$ cat src/rtl/record_core_pkg.sv
// rtl/record_core_pkg.sv - shared widths, record state enum and word packing helper
package record_core_pkg;

  localparam int ADDR_W   = 23;
  localparam int SAMPLE_W = 16;
  localparam int WORD_W   = 32;

  typedef enum logic [1:0] {
    ST_IDLE,
    ST_CAPTURE,
    ST_DRAIN,
    ST_DONE
  } record_state_e;

  // First sample of a pair lands in the upper half of the SDRAM word
  function automatic logic [WORD_W-1:0] pack_pair(input logic [SAMPLE_W-1:0] hi,
                                                  input logic [SAMPLE_W-1:0] lo);
    return {hi, lo};
  endfunction

endpackage

$ cat src/rtl/record_core_if.sv
// rtl/record_core_if.sv - SDRAM word-write request/commit bus
interface record_core_if;
  import record_core_pkg::*;

  logic              record_write;
  logic [ADDR_W-1:0] record_addr;
  logic [WORD_W-1:0] record_writedata;
  logic              record_sdram_finished;

  modport master (
    output record_write,
    output record_addr,
    output record_writedata,
    input  record_sdram_finished
  );

  modport slave (
    input  record_write,
    input  record_addr,
    input  record_writedata,
    output record_sdram_finished
  );

endinterface

$ cat src/rtl/record_core_fifo.sv
// rtl/record_core_fifo.sv - synchronous packed-word FIFO with full/empty flags
module record_fifo
  import record_core_pkg::*;
#(
  parameter int DEPTH = 4
) (
  input  logic              i_clk,
  input  logic              i_rst,
  input  logic              clr_i,
  input  logic              push_i,
  input  logic [WORD_W-1:0] data_i,
  input  logic              pop_i,
  output logic [WORD_W-1:0] head_o,
  output logic              full_o,
  output logic              empty_o
);

  localparam int PTR_W = (DEPTH > 1) ? $clog2(DEPTH) : 1;

  logic [WORD_W-1:0] mem_q [DEPTH];
  logic [PTR_W-1:0]  wr_ptr_q;
  logic [PTR_W-1:0]  rd_ptr_q;
  logic [PTR_W:0]    count_q;
  logic              do_push;
  logic              do_pop;

  assign empty_o = (count_q == '0);
  assign full_o  = (count_q == (PTR_W+1)'(DEPTH));
  assign do_pop  = pop_i && !empty_o;
  // A pop in the same cycle frees the slot, so a full FIFO can still accept
  assign do_push = push_i && (!full_o || do_pop);
  assign head_o  = mem_q[rd_ptr_q];

  // Storage array; stale contents are never visible because count_q gates reads
  always_ff @(posedge i_clk) begin
    if (do_push && !clr_i) begin
      mem_q[wr_ptr_q] <= data_i;
    end
  end

  // Pointer and occupancy tracking, cleared by reset or by a new capture
  always_ff @(posedge i_clk or posedge i_rst) begin
    if (i_rst) begin
      wr_ptr_q <= '0;
      rd_ptr_q <= '0;
      count_q  <= '0;
    end else if (clr_i) begin
      wr_ptr_q <= '0;
      rd_ptr_q <= '0;
      count_q  <= '0;
    end else begin
      if (do_push) wr_ptr_q <= wr_ptr_q + 1'b1;
      if (do_pop)  rd_ptr_q <= rd_ptr_q + 1'b1;
      if (do_push && !do_pop)      count_q <= count_q + 1'b1;
      else if (do_pop && !do_push) count_q <= count_q - 1'b1;
    end
  end

endmodule

$ cat src/rtl/record_core.sv
// rtl/record_core.sv - ADC sample capture into SDRAM via pair packer and word FIFO
module record_core
  import record_core_pkg::*;
#(
  parameter int FIFO_DEPTH = 4
) (
  input  logic                   i_clk,
  input  logic                   i_rst,
  input  logic                   record_start,
  input  logic                   record_stop,
  input  logic [1:0][ADDR_W-1:0] record_select,
  output logic                   record_done,
  output logic [ADDR_W-1:0]      record_length,
  output logic                   record_overflow,
  input  logic                   adc_valid,
  input  logic [SAMPLE_W-1:0]    adc_sample,
  record_core_if.master          sdram
);

  localparam int CNT_W = ADDR_W + 1;

  record_state_e     state_q, state_d;
  logic [CNT_W-1:0]  limit_q, limit_d;
  logic [CNT_W-1:0]  pushed_q, pushed_d;
  logic [SAMPLE_W-1:0] half_q, half_d;
  logic              have_half_q, have_half_d;
  logic              overflow_q, overflow_d;
  logic [ADDR_W-1:0] length_q, length_d;
  logic [ADDR_W-1:0] addr_q, addr_d;
  logic [WORD_W-1:0] wdata_q, wdata_d;
  logic              write_q, write_d;
  logic              done_q, done_d;

  logic              fifo_clr;
  logic              fifo_push;
  logic              fifo_push_ok;
  logic              fifo_pop;
  logic              fifo_full;
  logic              fifo_empty;
  logic [WORD_W-1:0] fifo_word;
  logic [WORD_W-1:0] fifo_head;
  logic              commit;

  // Finished only counts while a request is actually outstanding
  assign commit       = write_q && sdram.record_sdram_finished;
  assign fifo_pop     = commit;
  assign fifo_push_ok = fifo_push && (!fifo_full || fifo_pop);

  record_fifo #(.DEPTH(FIFO_DEPTH)) u_fifo (
    .i_clk  (i_clk),
    .i_rst  (i_rst),
    .clr_i  (fifo_clr),
    .push_i (fifo_push),
    .data_i (fifo_word),
    .pop_i  (fifo_pop),
    .head_o (fifo_head),
    .full_o (fifo_full),
    .empty_o(fifo_empty)
  );

  // Pair samples into words; stop flushes an odd sample with a zero low half
  always_comb begin
    fifo_push   = 1'b0;
    fifo_word   = '0;
    half_d      = half_q;
    have_half_d = have_half_q;
    if (state_q == ST_CAPTURE) begin
      if (adc_valid) begin
        if (have_half_q) begin
          fifo_push   = 1'b1;
          fifo_word   = pack_pair(half_q, adc_sample);
          have_half_d = 1'b0;
        end else begin
          half_d      = adc_sample;
          have_half_d = 1'b1;
        end
      end
      if (record_stop) begin
        if (have_half_q && !adc_valid) begin
          fifo_push = 1'b1;
          fifo_word = pack_pair(half_q, {SAMPLE_W{1'b0}});
        end else if (!have_half_q && adc_valid) begin
          fifo_push = 1'b1;
          fifo_word = pack_pair(adc_sample, {SAMPLE_W{1'b0}});
        end
        have_half_d = 1'b0;
      end
    end else if (state_q == ST_IDLE && record_start) begin
      half_d      = '0;
      have_half_d = 1'b0;
    end
  end

  // Capture FSM and SDRAM write side
  always_comb begin
    state_d    = state_q;
    limit_d    = limit_q;
    pushed_d   = pushed_q;
    overflow_d = overflow_q;
    length_d   = length_q;
    addr_d     = addr_q;
    wdata_d    = wdata_q;
    write_d    = write_q;
    done_d     = 1'b0;
    fifo_clr   = 1'b0;

    // The head word stays in the FIFO until committed; the request drops
    // for at least one cycle between words
    if (commit) begin
      write_d  = 1'b0;
      addr_d   = addr_q + 1'b1;
      length_d = length_q + 1'b1;
    end else if (!write_q && !fifo_empty) begin
      write_d = 1'b1;
      wdata_d = fifo_head;
    end

    unique case (state_q)
      ST_IDLE: begin
        if (record_start) begin
          fifo_clr   = 1'b1;
          addr_d     = record_select[0];
          length_d   = '0;
          overflow_d = 1'b0;
          pushed_d   = '0;
          limit_d    = {1'b0, record_select[1]} - {1'b0, record_select[0]} + CNT_W'(1);
          if (record_select[0] > record_select[1]) begin
            state_d = ST_DONE;
            done_d  = 1'b1;
          end else begin
            state_d = ST_CAPTURE;
          end
        end
      end
      ST_CAPTURE: begin
        if (fifo_push && !fifo_push_ok) overflow_d = 1'b1;
        if (fifo_push_ok) pushed_d = pushed_q + 1'b1;
        if (record_stop || (fifo_push_ok && pushed_d == limit_q)) state_d = ST_DRAIN;
      end
      ST_DRAIN: begin
        if (fifo_empty && !write_q) begin
          state_d = ST_DONE;
          done_d  = 1'b1;
        end
      end
      ST_DONE: state_d = ST_IDLE;
      default: state_d = ST_IDLE;
    endcase
  end

  // State and output registers
  always_ff @(posedge i_clk or posedge i_rst) begin
    if (i_rst) begin
      state_q     <= ST_IDLE;
      limit_q     <= '0;
      pushed_q    <= '0;
      half_q      <= '0;
      have_half_q <= 1'b0;
      overflow_q  <= 1'b0;
      length_q    <= '0;
      addr_q      <= '0;
      wdata_q     <= '0;
      write_q     <= 1'b0;
      done_q      <= 1'b0;
    end else begin
      state_q     <= state_d;
      limit_q     <= limit_d;
      pushed_q    <= pushed_d;
      half_q      <= half_d;
      have_half_q <= have_half_d;
      overflow_q  <= overflow_d;
      length_q    <= length_d;
      addr_q      <= addr_d;
      wdata_q     <= wdata_d;
      write_q     <= write_d;
      done_q      <= done_d;
    end
  end

  assign record_done            = done_q;
  assign record_length          = length_q;
  assign record_overflow        = overflow_q;
  assign sdram.record_write     = write_q;
  assign sdram.record_addr      = addr_q;
  assign sdram.record_writedata = wdata_q;

endmodule
$ cat src/flat_wrapper.sv
// flat-port wrapper written by rule: the top's interface ports become plain ports
module record_core_flat import record_core_pkg::*;
#(
  parameter int FIFO_DEPTH = 4
)
  (i_clk, i_rst, record_start, record_stop, record_select, record_done, record_length, record_overflow, adc_valid, adc_sample, sdram_record_write, sdram_record_addr, sdram_record_writedata, sdram_record_sdram_finished);
  record_core_if sdram_i ();
  input  logic i_clk;
  input  logic i_rst;
  input  logic record_start;
  input  logic record_stop;
  input  logic [1:0][ADDR_W-1:0] record_select;
  output logic record_done;
  output logic [ADDR_W-1:0] record_length;
  output logic record_overflow;
  input  logic adc_valid;
  input  logic [SAMPLE_W-1:0] adc_sample;
  output wire logic [$bits(sdram_i.record_write)-1:0] sdram_record_write;
  output wire logic [$bits(sdram_i.record_addr)-1:0] sdram_record_addr;
  output wire logic [$bits(sdram_i.record_writedata)-1:0] sdram_record_writedata;
  input wire logic [$bits(sdram_i.record_sdram_finished)-1:0] sdram_record_sdram_finished;
  assign sdram_record_write = sdram_i.record_write;
  assign sdram_record_addr = sdram_i.record_addr;
  assign sdram_record_writedata = sdram_i.record_writedata;
  assign sdram_i.record_sdram_finished = sdram_record_sdram_finished;
  record_core #(.FIFO_DEPTH(FIFO_DEPTH)) u_core (.i_clk(i_clk), .i_rst(i_rst), .record_start(record_start), .record_stop(record_stop), .record_select(record_select), .record_done(record_done), .record_length(record_length), .record_overflow(record_overflow), .adc_valid(adc_valid), .adc_sample(adc_sample), .sdram(sdram_i));
endmodule
$ cat config.mk
export PLATFORM = sky130hd
export DESIGN_NAME = record_core_flat
export DESIGN_NICKNAME = d
export VERILOG_FILES = /design/src/rtl/record_core_pkg.sv /design/src/rtl/record_core_if.sv /design/src/rtl/record_core_fifo.sv /design/src/rtl/record_core.sv /design/src/flat_wrapper.sv
export SDC_FILE = /design/constraint.sdc
export NUM_CORES = 1
export LEC_CHECK = 0
export CAP_MARGIN = 0
export CELL_PAD_IN_SITES_DETAIL_PLACEMENT = 0
export CELL_PAD_IN_SITES_GLOBAL_PLACEMENT = 2
export CORE_MARGIN = 2
export CORE_UTILIZATION = 25
export CTS_BUF_LIST = sky130_fd_sc_hd__clkbuf_2
export DETAILED_ROUTE_END_ITERATION = 12
export GPL_TIMING_DRIVEN = 0
export PLACE_DENSITY_LB_ADDON = 0.1
export SETUP_SLACK_MARGIN = 0.15
export SYNTH_ARGS = -nofsm -noshare
export SYNTH_HDL_FRONTEND = slang
export SYNTH_SLANG_ARGS = --single-unit
$ cat constraint.sdc
create_clock -name i_clk -period 13.7 [get_ports i_clk]
set_clock_uncertainty 0.2 [all_clocks]
set_input_delay 1.37 -clock i_clk [delete_from_list [all_inputs] [get_ports i_clk]]
set_output_delay 1.37 -clock i_clk [all_outputs]
set_load 0.05 [all_outputs]
Word-level counts from Yosys, hierarchy flattened
Memories as Yosys holds them, arrays and structs flattened. A register that Yosys moved wholly into a read port is not among the register bits.
Cells that the tools add are included.
{"block": "totals", "ram_bits": 128, "register_bits": 123, "input_bits": 68, "mem_count": 1, "out_inout_bits": 81}
{"name": "u_core.u_fifo.mem_q", "depth": 4, "width": 32, "rd": 1, "rd_ports_with_merged_regs": 1, "write_ports": 1, "line_no": "record_core_fifo.sv:20", "source": "logic [WORD_W-1:0] mem_q [DEPTH];"}
{"block": "classes", "muxes": 56, "bitwise": 1, "n_addsub": 9, "eq_ne": 12, "order_cmp": 1, "reduce_logical": 41}
{"op": "32-bit 2-to-1 mux", "n": 6}
{"op": "23-bit 2-to-1 mux", "n": 6}
{"op": "24-bit 2-to-1 mux", "n": 3}
{"op": "16-bit 2-to-1 mux", "n": 4}
{"op": "24-bit by 1-bit adder with 24-bit output (second input constant)", "n": 2}
{"op": "24-bit case mux with 2 select lines", "n": 1}
{"op": "23-bit by 1-bit adder with 23-bit output (second input constant)", "n": 2}
{"op": "24-bit equality test", "n": 1}
{"op": "23-bit by 23-bit subtractor with 24-bit output", "n": 1}
{"op": "23-bit > comparator", "n": 1}
{"op": "1-bit 2-to-1 mux", "n": 22}
{"op": "2-bit 2-to-1 mux", "n": 8}
{"op": "1-bit logical AND", "n": 14}
{"op": "2-bit != test (second input constant)", "n": 5}
{"op": "2-bit nonzero test", "n": 5}
{"op": "1-bit logical NOT", "n": 9}
{"op": "3-bit 2-to-1 mux", "n": 3}
{"op": "3-bit AND reduction", "n": 3}
{"op": "2-bit case mux with 4 select lines", "n": 1}
{"op": "2-bit AND reduction", "n": 4}
{"op": "2-bit by 1-bit adder with 2-bit output (second input constant)", "n": 2}
{"op": "2-bit equality test (second input constant)", "n": 2}
{"op": "1-bit case mux with 2 select lines", "n": 2}
{"op": "3-bit by 1-bit adder with 3-bit output (second input constant)", "n": 1}
{"op": "10 further kinds", "n": 12}

Longest topological paths before layout
Gate-level depths: netlist of the first run.
{"block": "depth", "depth_word": 14, "depth_mapped": 14, "mapped_depth_nobuf": 14}

Modules after synthesis
A second synthesis of the first run with hierarchy kept.
{"block": "unflattened", "hier_cells": 1326, "hier_area_um2": 15031.9}
{"module": "record_core", "cells_per_inst": 1094, "seq_area_each_um2": 3703.6, "n_inst": 1, "area_per_inst_um2": 9839.4}
{"module": "record_fifo", "cells_per_inst": 232, "seq_area_each_um2": 4018.9, "n_inst": 1, "area_per_inst_um2": 5192.5}

Worst setup path after synthesis of the first run
Ideal clock, no wire load.
{"block": "synth_path", "path_type": "input to register", "startpoint": "in record_select[24] (netlist name)", "endpoint": "reg u_core.limit_q[23]", "arrival_time_ns": 4.169, "setup_time_ns": 0.076, "slack_ns": 9.255, "path_buffers": 0, "required_ns": 13.424, "cell_stages": 14, "path_cell_list": "inv_1 -> ha_1 -> inv_1 -> ha_1 -> fa_1 -> a211oi_1 -> o211ai_1 -> a221o_1 -> a21oi_1 -> o21ai_1 -> a311oi_1 -> a211oi_1 -> xor2_1 -> o21ai_1"}
{"block": "synth_via", "elab_chain_cells": 2}
{"item": "start: declaration", "line_no": "flat_wrapper.sv:12", "source": "input logic [1:0][ADDR_W-1:0] record_select;"}
{"item": "23-bit by 23-bit subtractor with 24-bit output", "line_no": "record_core.sv:126", "source": "limit_d = {1'b0, record_select[1]} - {1'b0, record_select[0]} + CNT_W'(1);"}
{"item": "24-bit by 1-bit adder with 24-bit output", "line_no": "record_core.sv:126"}
{"item": "end signal: assignment", "line_no": "record_core.sv:167", "source": "limit_q <= limit_d;"}
{"item": "end: declaration", "line_no": "record_core.sv:23", "source": "logic [CNT_W-1:0] limit_q, limit_d;"}
No other way between the ends.
A chain may end at the register's enable or synchronous reset.

Final worst setup path of the first run
Same ends and word-level chain as after synthesis.

==> results of run 1 <==
## state kept, by name, summed over array words and instances, names as in the netlist
| name | count |
|---|---|
| u_core.half_q | 16 |
| u_core.state_q | 2 |
| u_core.record_overflow | 1 |
| u_core.record_length | 23 |
| u_core.sdram.record_addr | 23 |
| u_core.pushed_q | 24 |
| u_core.have_half_q | 1 |
| u_core.u_fifo.count_q | 3 |
| u_core.u_fifo.rd_ptr_q | 2 |
| u_core.sdram.record_write | 1 |
| u_core.u_fifo.mem_q | 128 |
| u_core.sdram.record_writedata | 32 |
| u_core.u_fifo.wr_ptr_q | 2 |
| u_core.limit_q | 24 |
| u_core.record_done | 1 |
## cell usage after synthesis, types with 3 or more instances
| library cell | instances |
|---|---|
| a211oi_1 | 10 |
| a21o_1 | 13 |
| a21oi_1 | 44 |
| a22o_1 | 31 |
| a31oi_1 | 12 |
| and2_1 | 23 |
| and3_1 | 20 |
| and4_1 | 7 |
| buf_1 | 11 |
| buf_2 | 6 |
| clkbuf_1 | 44 |
| dfrtp_1 | 155 |
| edfxtp_1 | 128 |
| ha_1 | 78 |
| inv_1 | 67 |
| mux2_2 | 34 |
| mux2i_1 | 6 |
| mux4_2 | 32 |
| nand2_1 | 110 |
| nand2b_1 | 6 |
| nand3_1 | 47 |
| nand4_1 | 21 |
| nor2_1 | 69 |
| nor2b_1 | 10 |
| nor3_1 | 16 |
| nor4_1 | 5 |
| o2111ai_1 | 5 |
| o211ai_1 | 11 |
| o21a_1 | 3 |
| o21ai_0 | 96 |
| o21ai_1 | 3 |
| o21bai_1 | 4 |
| o31ai_1 | 10 |
| o41ai_1 | 3 |
| or3_1 | 6 |
| xnor2_1 | 46 |
| xor2_1 | 49 |
## area by class of cell
type,count,share of cell area [%]
clock inverter,17,0.604
tap,765,5.31
buffer,62,1.37
multi-input combinational,865,35.9
inverter,68,1.46
sequential,283,42.9
timing repair buffer,152,8.76
antenna,8,0.111
clock buffer,130,3.61
## power by group
part / switching, uW / total (uW) / internal (uW) / leakage (uW)
Sequential: 145 / 1220 / 1070 / 0.00321
Combinational: 868 / 1400 / 537 / 0.00342
Clock: 395 / 652 / 257 / 0.000588
## worst paths after layout
check,endpoint,slack (ps),depth (start not counted)
min,u_core.half_q[2]$_DFFE_PP0P_,310,1
min reg2reg,u_core.half_q[2]$_DFFE_PP0P_,310,1
max reg2reg,u_core.u_fifo.mem_q[1][14]$_DFFE_PP_,9580,9
min in group asynchronous,u_core.half_q[4]$_DFFE_PP0P_,580,2
max,u_core.limit_q[23]$_DFFE_PP0P_,9090,15
max in group asynchronous,u_core.pushed_q[12]$_DFFE_PP0P_,11740,3
## logic make-up after synthesis
logic type | after synthesis
multiplexers | 72
flip-flops | 283
AND/OR/NAND/NOR | 349
adder cells (fa/ha/maj) | 81
XOR/XNOR | 95
AO/OA/AOI/OAI | 268
buffers and inverters | 130
## worst max-delay path, stage by stage
cell	delay, ps
clkdlybuf4s50_1	500
inv_1	70
ha_1	320
inv_1	50
ha_1	230
fa_1	430
a211oi_1	420
o211ai_1	260
a221o_1	350
a21oi_1	230
o21ai_1	170
a311oi_1	430
a211oi_1	150
xor2_1	200
o21ai_1	80
## per-layer routing
metal | wire length (um) | global-route usage, % | vias to the layer above
li1 | - | - | 5183
met1 | 19400 | 18.6 | 5346
met2 | 23500 | 26.5 | 178
met3 | 1610 | 2.98 | 72
met4 | 952 | 4.78 | 0
met5 | 0 | 0 | -
## metrics by stage
stage / total power, uW / cells
3_3_place_gp: 2660 / 2190
5_1_grt: 3510 / 2348
3_5_place_dp: 2670 / 2195
6_report: 3270 / 2350
2_1_floorplan: 2150 / 1278
4_1_cts: 3350 / 2342
==> impl_metrics.ini, run 1 <==
[worst_setup_path]
worstSetupEndpointType = flop
critPathMaxFanout = 3
crit_path_start_kind = input pin
arrival_ps = 5270
crit_type = in -> reg
reg2reg_from = u_core.sdram.record_write$_DFFE_PP0P_
required_ps = 14360
crit_start = record_select[24]

[final_layout]
multi_input_area_sq_mm = 0.00647
drive_above_1_share_pct = 14.6
fillCellCount = 6132
final_cell_mix = dfrtp_1, clkdlybuf4s50_1, clkbuf_2
final_common_cell = dfrtp_1
final_nets = 1663
stdcell_area_sq_mm = 0.0180
fin_util_pct = 31.1
area_growth_pct = 22.7
regArea_sq_mm = 0.00772

[worst_hold_path]
hold_class = reg -> reg
hold_start = u_core.half_q[2]$_DFFE_PP0P_

[run_status]
outcome = completed

[yosys]
ys_top_cells_by_area = dfrtp_1, edfxtp_1, ha_1, mux4_2, o21ai_0
synth-compound-area-share_pct = 11.9
synth_largest_type_area_fraction_pct = 26.4
synthFlopType = dfrtp_1
yosys.area_share.simple_pct = 11.5
synth-edff-count = 128
synth_area_per_cell_sq_um = 11.5
yosysWarnings = 0
async_flop_share_pct = 54.8
synthAdderAreaFrac_pct = 6.99
synth.net_count = 1426
synth.mux.area_fraction_pct = 7.92
ys_types = 68
ys_seq_area_share_pct = 52.6
synth_area_leader_cell = dfrtp_1
synth-xor-area-share_pct = 5.66
synth_top_family_by_area = compound AO/OA/AOI/OAI gates
ys_ff_latch = 283
syn-cell-area_sq_mm = 0.0147
synthCells = 1278

[power]
ir_drop_v = 0.0000990
leakagePower_uw = 0.00721
power.density_mw_per_mm2 = 182

[timing]
hold_viol = 0
slew_headroom_pct = 23.8
max_freq_mhz = 217
fin_hold_ws_ps = 309
setup_viol = 0
timing.final.ws_setup_ps = 9090
worstMarginPinSlew_ps = 1140
drv_slew = 0
fin_crit_sh_pct = 33.6
setup_tns_ps = 0
rsz0062_at_grt = no
period_needed_ps = 4610

[flow_run]
cap_violations = 0

[clock_network]
clkLatencyLatePin_ps = 1040
cts_tree = done
numCtsBuffers = 83
cts.hold.buffers_added = 0
cts_setup_buffers = 0
cts_resized = 0
path_clk_slew_ps = 90
cts.sink_count = 283
h-tree-depth = 3
clockBufferDepth = 3
cts_root_buf = clkbuf_2

[die]
core-area_sq_mm = 0.0579
io_pins = 149
initial_utilization_pct = 25.4
dieArea_sq_mm = 0.0607
rows = 88
dieHeight_um = 246
die_x_um = 246

[grt]
grt_first_pass_wirelength_mm = 69.3
grt_max_degree = 97
grt-ovfl-total = 0
grt_pass1_vias = 11300
grtUsageTotal_pct = 15.1
antenna_found_initial = 3

[route]
drt_pass1_iterations = 5
wire_per_inst_um = 19.3
drtAntennaViolNets = 0
drc_errors = 0
drt-vias-per-instance = 4.59
drt_iter0_drc = 433
wl_mm = 45.5
vias = 10800

[placement]
globalplace.congestion = 0.753
hpwl_mm = 32.6
dp_slack_ps = 8080
place_area_sq_mm = 0.0172
port_buffers = 147
Note: power is estimated with default switching activity, not from simulation.
==> run 2, diff against run 1 <==
==> constraint.sdc (replaced) <==
create_clock -name i_clk -period 3.8 [get_ports i_clk]
set_clock_uncertainty 0.2 [all_clocks]
set_input_delay 0.38 -clock i_clk [delete_from_list [all_inputs] [get_ports i_clk]]
set_output_delay 0.38 -clock i_clk [all_outputs]
set_load 0.05 [all_outputs]
==> run 2 against run 1 <==
Against the previous run:
- flip-flop and latch count unchanged
- clock power rose to 3.7 times the previous value
- via count up 1.7%
- critical path depth down 1
- global-route usage up 0.14 points
- worst setup slack worse by 8800 ps
- die area unchanged
- design area up 3.6%
- hold slack worse by 140 ps
- cell count up 2.3%
- non-clock buffer count up 52
- sequential power rose to 3.6 times the previous value
- critical path type unchanged
- largest cell class unchanged
==> impl_metrics.ini, run 2 (synthesis gave the netlist of run 1 again) <==
[run_status]
outcome = completed

[route]
drt_iter0_drc = 460
wire_per_inst_um = 19.0
drc_errors = 0
vias = 11000
drt-vias-per-instance = 4.56
drtAntennaViolNets = 0
wl_mm = 45.8
drt_pass1_iterations = 5

[timing]
setup_viol = 0
max_freq_mhz = 284
fin_crit_sh_pct = 92.8
rsz0062_at_grt = yes
slew_headroom_pct = 29.5
hold_viol = 0
period_needed_ps = 3530
worstMarginPinSlew_ps = 1060
drv_slew = 0

[worst_hold_path]
holdPathEnd = u_core.record_overflow$_DFFE_PP0P_
hold_start = record_start
hold_depth = 3
hold_class = in -> reg

[final_layout]
final_cell_mix = dfrtp_1, clkdlybuf4s50_1, clkbuf_2
final_nets = 1714
area_growth_pct = 27.1
final_common_cell = dfrtp_1
largest_register_ffs = 128
top_register = u_core.u_fifo.mem_q
stdcell_area_sq_mm = 0.0187
drive_above_1_share_pct = 15.6

[worst_setup_path]
cp_top_family = buffers and inverters
slowest_delay_ps = 660
critPathMaxFanout = 10
critPathBufInv = 5
r2r_cells = 10
worstSetupEndpointType = flop
arrival_ps = 4290
r2r_setup_slack_ps = 290
required_ps = 4560
crit_path_start_kind = input pin
crit_chain = dlygate4sd3_1, clkdlybuf4s50_1, maj3_2, o211ai_4, inv_2, buf_6, buf_2, nand3_1, xnor2_2, o211ai_1, nor4_2, nand4_1, a21oi_2, mux2i_1
cp_slowest_cell = clkdlybuf4s50_1
timing.rr.end = u_core.state_q[1]$_DFFE_PP0P_
crit_type = in -> reg
reg2reg_from = u_core.pushed_q[0]$_DFFE_PP0P_

[clock_network]
clockBufferDepth = 3
clkLatencyLatePin_ps = 1040
cts_tree = done
numCtsBuffers = 82
path_clk_slew_ps = 110
h-tree-depth = 3
cts_root_buf = clkbuf_2
cts.sink_count = 283

[flow_run]
cap_violations = 0

[power]
power_uw = 11900
leakagePower_uw = 0.00750
ir_drop_v = 0.000310
power.density_mw_per_mm2 = 640

[placement]
port_buffers = 147
globalplace.congestion = 0.746
place_area_sq_mm = 0.0173
hpwl_mm = 32.9

[die]
dieHeight_um = 246
die_x_um = 246
rows = 88
initial_utilization_pct = 25.4
dieArea_sq_mm = 0.0607
io_pins = 149
core-area_sq_mm = 0.0579

[grt]
grt_max_degree = 36
antenna_found_initial = 2
grt_pass1_vias = 11600
grt-ovfl-total = 0
grt_first_pass_wirelength_mm = 70.3
grtUsageTotal_pct = 15.3
-- run 2: changes by cell type in the layout (fill, tap and decap cells not counted), sizes merged --
| cell | change |
|---|---|
| clkinvlp | +1 |
| dlygate4sd3 | +46 |
| bufinv | +1 |
| clkbuf | +3 |
| buf | +6 |
| clkinv | -3 |
-- run 2: what timing repair did --
| item | in CTS | in global routing |
|---|---|---|
| endpoints found under the hold margin | 275 | 0 |
| hold buffers | 46 | 0 |
| cloned | 0 | 0 |
| setup endpoints to repair | 132 | 56 |
| setup buffers | 2 | 0 |
| pin swaps | 1 | 0 |
| gates resized for setup | 7 | 16 |
-- run 2: worst max path at each step --
stage | end | cells past startpoint | slack (ps) | startpoint
after floorplan | u_core.u_fifo.mem_q[0][0]$_DFFE_PP_ | 8 | 290 | u_core.sdram.record_write$_DFFE_PP0P_
after global placement | u_core.u_fifo.mem_q[0][10]$_DFFE_PP_ | 9 | -1590 | adc_valid
after detailed placement | u_core.limit_q[23]$_DFFE_PP0P_ | 15 | -830 | record_select[24]
after CTS | u_core.state_q[1]$_DFFE_PP0P_ | 10 | 170 | u_core.pushed_q[5]$_DFFE_PP0P_
after global routing | u_core.state_q[1]$_DFFE_PP0P_ | 11 | 80 | u_core.state_q[1]$_DFFE_PP0P_
final | u_core.state_q[1]$_DFFE_PP0P_ | 14 | 270 | adc_valid
-- run 2: stage by stage --
stage | std cells | util, % | hold slack [ps] | setup TNS (ps) | worst slack, ps
2_1_floorplan | 1278 | - | 258 | 0 | 292
3_3_place_gp | 2190 | 29.6 | 284 | -318160 | -1590
3_5_place_dp | 2199 | 29.9 | 282 | -78480 | -828
4_1_cts | 2396 | 32.1 | 13.7 | 0 | 168
5_1_grt | 2401 | 32.2 | 31.2 | 0 | 78.9
6_report | 2404 | 32.2 | 167 | 0 | 273
-- run 2: per-layer routing --
metal | up-vias | track usage [%] | wire [um]
met5 | - | 0 | 0
met1 | 5411 | 18.6 | 19700
met3 | 76 | 3.18 | 1560
met2 | 191 | 26.6 | 23400
met4 | 0 | 5.35 | 1100
li1 | 5287 | - | -
-- run 2: tightest hold or removal path, stage by stage --
cell	delay [ps]
clkdlybuf4s50_1	630
mux2i_1	240
a21oi_1	80
-- run 2: final cells by class --
class	count	area [sq um]
clock inverters	16	119
well taps	765	957
inverters	68	259
multi-input cells	865	6540
plain buffers	62	254
fillers	6141	39200
clock buffers	133	666
repair buffers	204	2130
diodes	8	20.0
flip-flops and latches	283	7720
-- run 2: power by group --
group | internal, uW | switching, uW
clock network | 1010 | 1430
logic | 1990 | 3130
registers | 3860 | 521
==> run 3, diff against run 2 <==
--- a/config.mk
+++ b/config.mk
@@ -8,8 +8,7 @@
 export CAP_MARGIN = 0
 export CELL_PAD_IN_SITES_DETAIL_PLACEMENT = 0
 export CELL_PAD_IN_SITES_GLOBAL_PLACEMENT = 2
-export CORE_MARGIN = 2
-export CORE_UTILIZATION = 25
+export CORE_UTILIZATION = 36
 export CTS_BUF_LIST = sky130_fd_sc_hd__clkbuf_2
 export DETAILED_ROUTE_END_ITERATION = 12
 export GPL_TIMING_DRIVEN = 0
==> run 3 against run 2 <==
Against the previous run:
- cell count is 11% lower
- non-clock buffer count is 5 lower
- power is 1.5% lower
- clock-buffer cell count is 15 lower
- maximum frequency is 2.5% lower
- critical path type unchanged
==> impl_metrics.ini, run 3 (synthesis gave the netlist of run 1 again) <==
[final_layout]
final_cell_mix = dfrtp_1, clkdlybuf4s50_1, edfxtp_1
final_common_cell = dfrtp_1
multi_input_area_sq_mm = 0.00654
regArea_sq_mm = 0.00772
fillCellCount = 3862
final_nets = 1707
drive_above_1_share_pct = 14.7
area_growth_pct = 24.2
largest_register_ffs = 128
top_register = u_core.u_fifo.mem_q
stdcell_area_sq_mm = 0.0183

[die]
rows = 73
io_pins = 149
initial_utilization_pct = 36.7
dieHeight_um = 204
die_x_um = 204
core-area_sq_mm = 0.0400
dieArea_sq_mm = 0.0416

[route]
drc_errors = 0
drt_pass1_iterations = 5
wire_per_inst_um = 18.9
drtAntennaViolNets = 0
drt-vias-per-instance = 5.06
drt_iter0_drc = 542
wl_mm = 40.5
vias = 10900

[worst_setup_path]
cp_top_family = buffers and inverters
required_ps = 4430
critPathBufInv = 5
reg2reg_from = u_core.state_q[1]$_DFFE_PP0P_
crit_type = in -> reg
r2r_setup_slack_ps = 250
arrival_ps = 4250
r2r_cells = 11
critPathMaxFanout = 10
slowest_delay_ps = 640
cp_slowest_cell = clkdlybuf4s50_1
timing.rr.end = u_core.state_q[1]$_DFFE_PP0P_
worstSetupEndpointType = flop
crit_chain = dlygate4sd3_1, clkdlybuf4s50_1, maj3_2, o211ai_4, inv_2, buf_6, buf_2, nand3_1, xnor2_2, o211ai_1, nor4_2, nand4_1, a21oi_2, mux2i_1
crit_path_start_kind = input pin

[power]
p_sw_share_pct = 42.0
power.density_mw_per_mm2 = 644
clockPowerShare_pct = 19.8
internal_power_uw = 6820
share_seq_of_total_power_pct = 37.3
ir_drop_v = 0.000435
leakagePower_uw = 0.00744
p_comb_share_pct = 43.0
power.net_switching_uw = 4940

[timing]
period_needed_ps = 3620
drv_slew = 0
worstMarginPinSlew_ps = 987
max_freq_mhz = 276
rsz0062_at_grt = yes
setup_viol = 0
hold_viol = 0
timing.final.ws_setup_ps = 182
slew_headroom_pct = 34.2
fin_crit_sh_pct = 95.2
setup_tns_ps = 0

[grt]
antenna_found_initial = 1
grt_first_pass_wirelength_mm = 63.1
grtUsageTotal_pct = 19.9
grt_max_degree = 38
grt-ovfl-total = 0
grt_pass1_vias = 11300

[worst_hold_path]
hold_depth = 4
hold_class = in -> reg
hold_start = record_select[23]
holdPathEnd = u_core.limit_q[0]$_DFFE_PP0P_

[clock_network]
clockBufferDepth = 3
cts_tree = done
cts.sink_count = 283
h-tree-depth = 3
cts_root_buf = clkbuf_2
path_clk_slew_ps = 80
clkLatencyLatePin_ps = 930
numCtsBuffers = 80

[run_status]
outcome = completed

[placement]
dp_slack_ps = -717
globalplace.congestion = 0.790
hpwl_mm = 28.8
port_buffers = 147
place_area_sq_mm = 0.0170

[flow_run]
cap_violations = 0
-- run 3: changes by cell type in the layout (fill, tap and decap cells not counted), moves of 2 or more --
cell           before  now
diode_2             8    1
clkinv_2            1    4
clkinv_1            8   18
o2111ai_2           0    2
nor2_2              4    2
nor2_1             65   67
o2111ai_1           5    3
clkbuf_2          134  119
dlygate4sd3_1      46   43
-- run 3: tightest hold or removal path, stage by stage --
cell and delay (ps):
clkdlybuf4s50_1 490, ha_1 190, nand2_1 70, nand2_1 50
-- run 3: per-layer routing --
metal	vias up	global-route usage, %	share of wire, %	wire [um]
met4	0	7.04	2.4	992
met3	72	3.09	3.1	1260
li1	5267	-	-	-
met2	212	35.4	52	21000
met5	-	0	0	0
met1	5329	24.2	43	17300
-- run 3: worst max-delay path by stage --
stage                                                     start                                    to  slack (ps)  depth (start not counted)
after floorplan           u_core.sdram.record_write$_DFFE_PP0P_   u_core.u_fifo.mem_q[0][0]$_DFFE_PP_         290                          8
final                                                 adc_valid         u_core.state_q[1]$_DFFE_PP0P_         180                         14
after detailed placement                      record_select[24]        u_core.limit_q[21]$_DFFE_PP0P_        -720                         15
after CTS                                      record_select[4]        u_core.limit_q[21]$_DFFE_PP0P_         170                         14
after global placement                                adc_valid  u_core.u_fifo.mem_q[0][10]$_DFFE_PP_       -1350                          9
after global routing             u_core.pushed_q[0]$_DFFE_PP0P_         u_core.state_q[1]$_DFFE_PP0P_          70                         10
-- run 3: timing repair --
| item | CTS | global route |
|---|---|---|
| resized for setup | 6 | 11 |
| hold buffers | 42 | 1 |
| endpoints found under the setup margin | 70 | 7 |
| pin swaps | 1 | 1 |
| endpoints found under the hold margin | 133 | 1 |
| buffers inserted | 2 | 1 |
-- run 3: area by class of cell --
| class | count | area share [%] |
|---|---|---|
| inverter | 68 | 1.42 |
| clock buffer | 118 | 3.24 |
| timing repair buffer | 199 | 11.3 |
| clock inverter | 28 | 0.966 |
| multi-input combinational | 865 | 35.8 |
| buffer | 62 | 1.37 |
| tap | 525 | 3.60 |
| sequential | 283 | 42.3 |
| antenna | 1 | 0.0137 |
-- run 3: metrics by stage --
step / cells / total power (uW) / hold WS, ps / utilization [%]
2_1_floorplan: 1278 / 7760 / 258 / -
3_3_place_gp: 1950 / 9430 / 282 / 42.1
3_5_place_dp: 1957 / 9500 / 283 / 42.4
4_1_cts: 2147 / 11900 / 18.2 / 45.5
5_1_grt: 2149 / 12500 / 55.0 / 45.6
6_report: 2149 / 11800 / 106 / 45.6
-- run 3: power groups by stage --
stage | logic [uW] | clock network (uW) | registers [uW]
after CTS | 5110 | 2430 | 4400
after global placement | 4980 | 0 | 4450
final | 5060 | 2320 | 4380
after detailed placement | 5030 | 0 | 4460
after floorplan | 2350 | 0 | 5410
after global routing | 5450 | 2570 | 4470
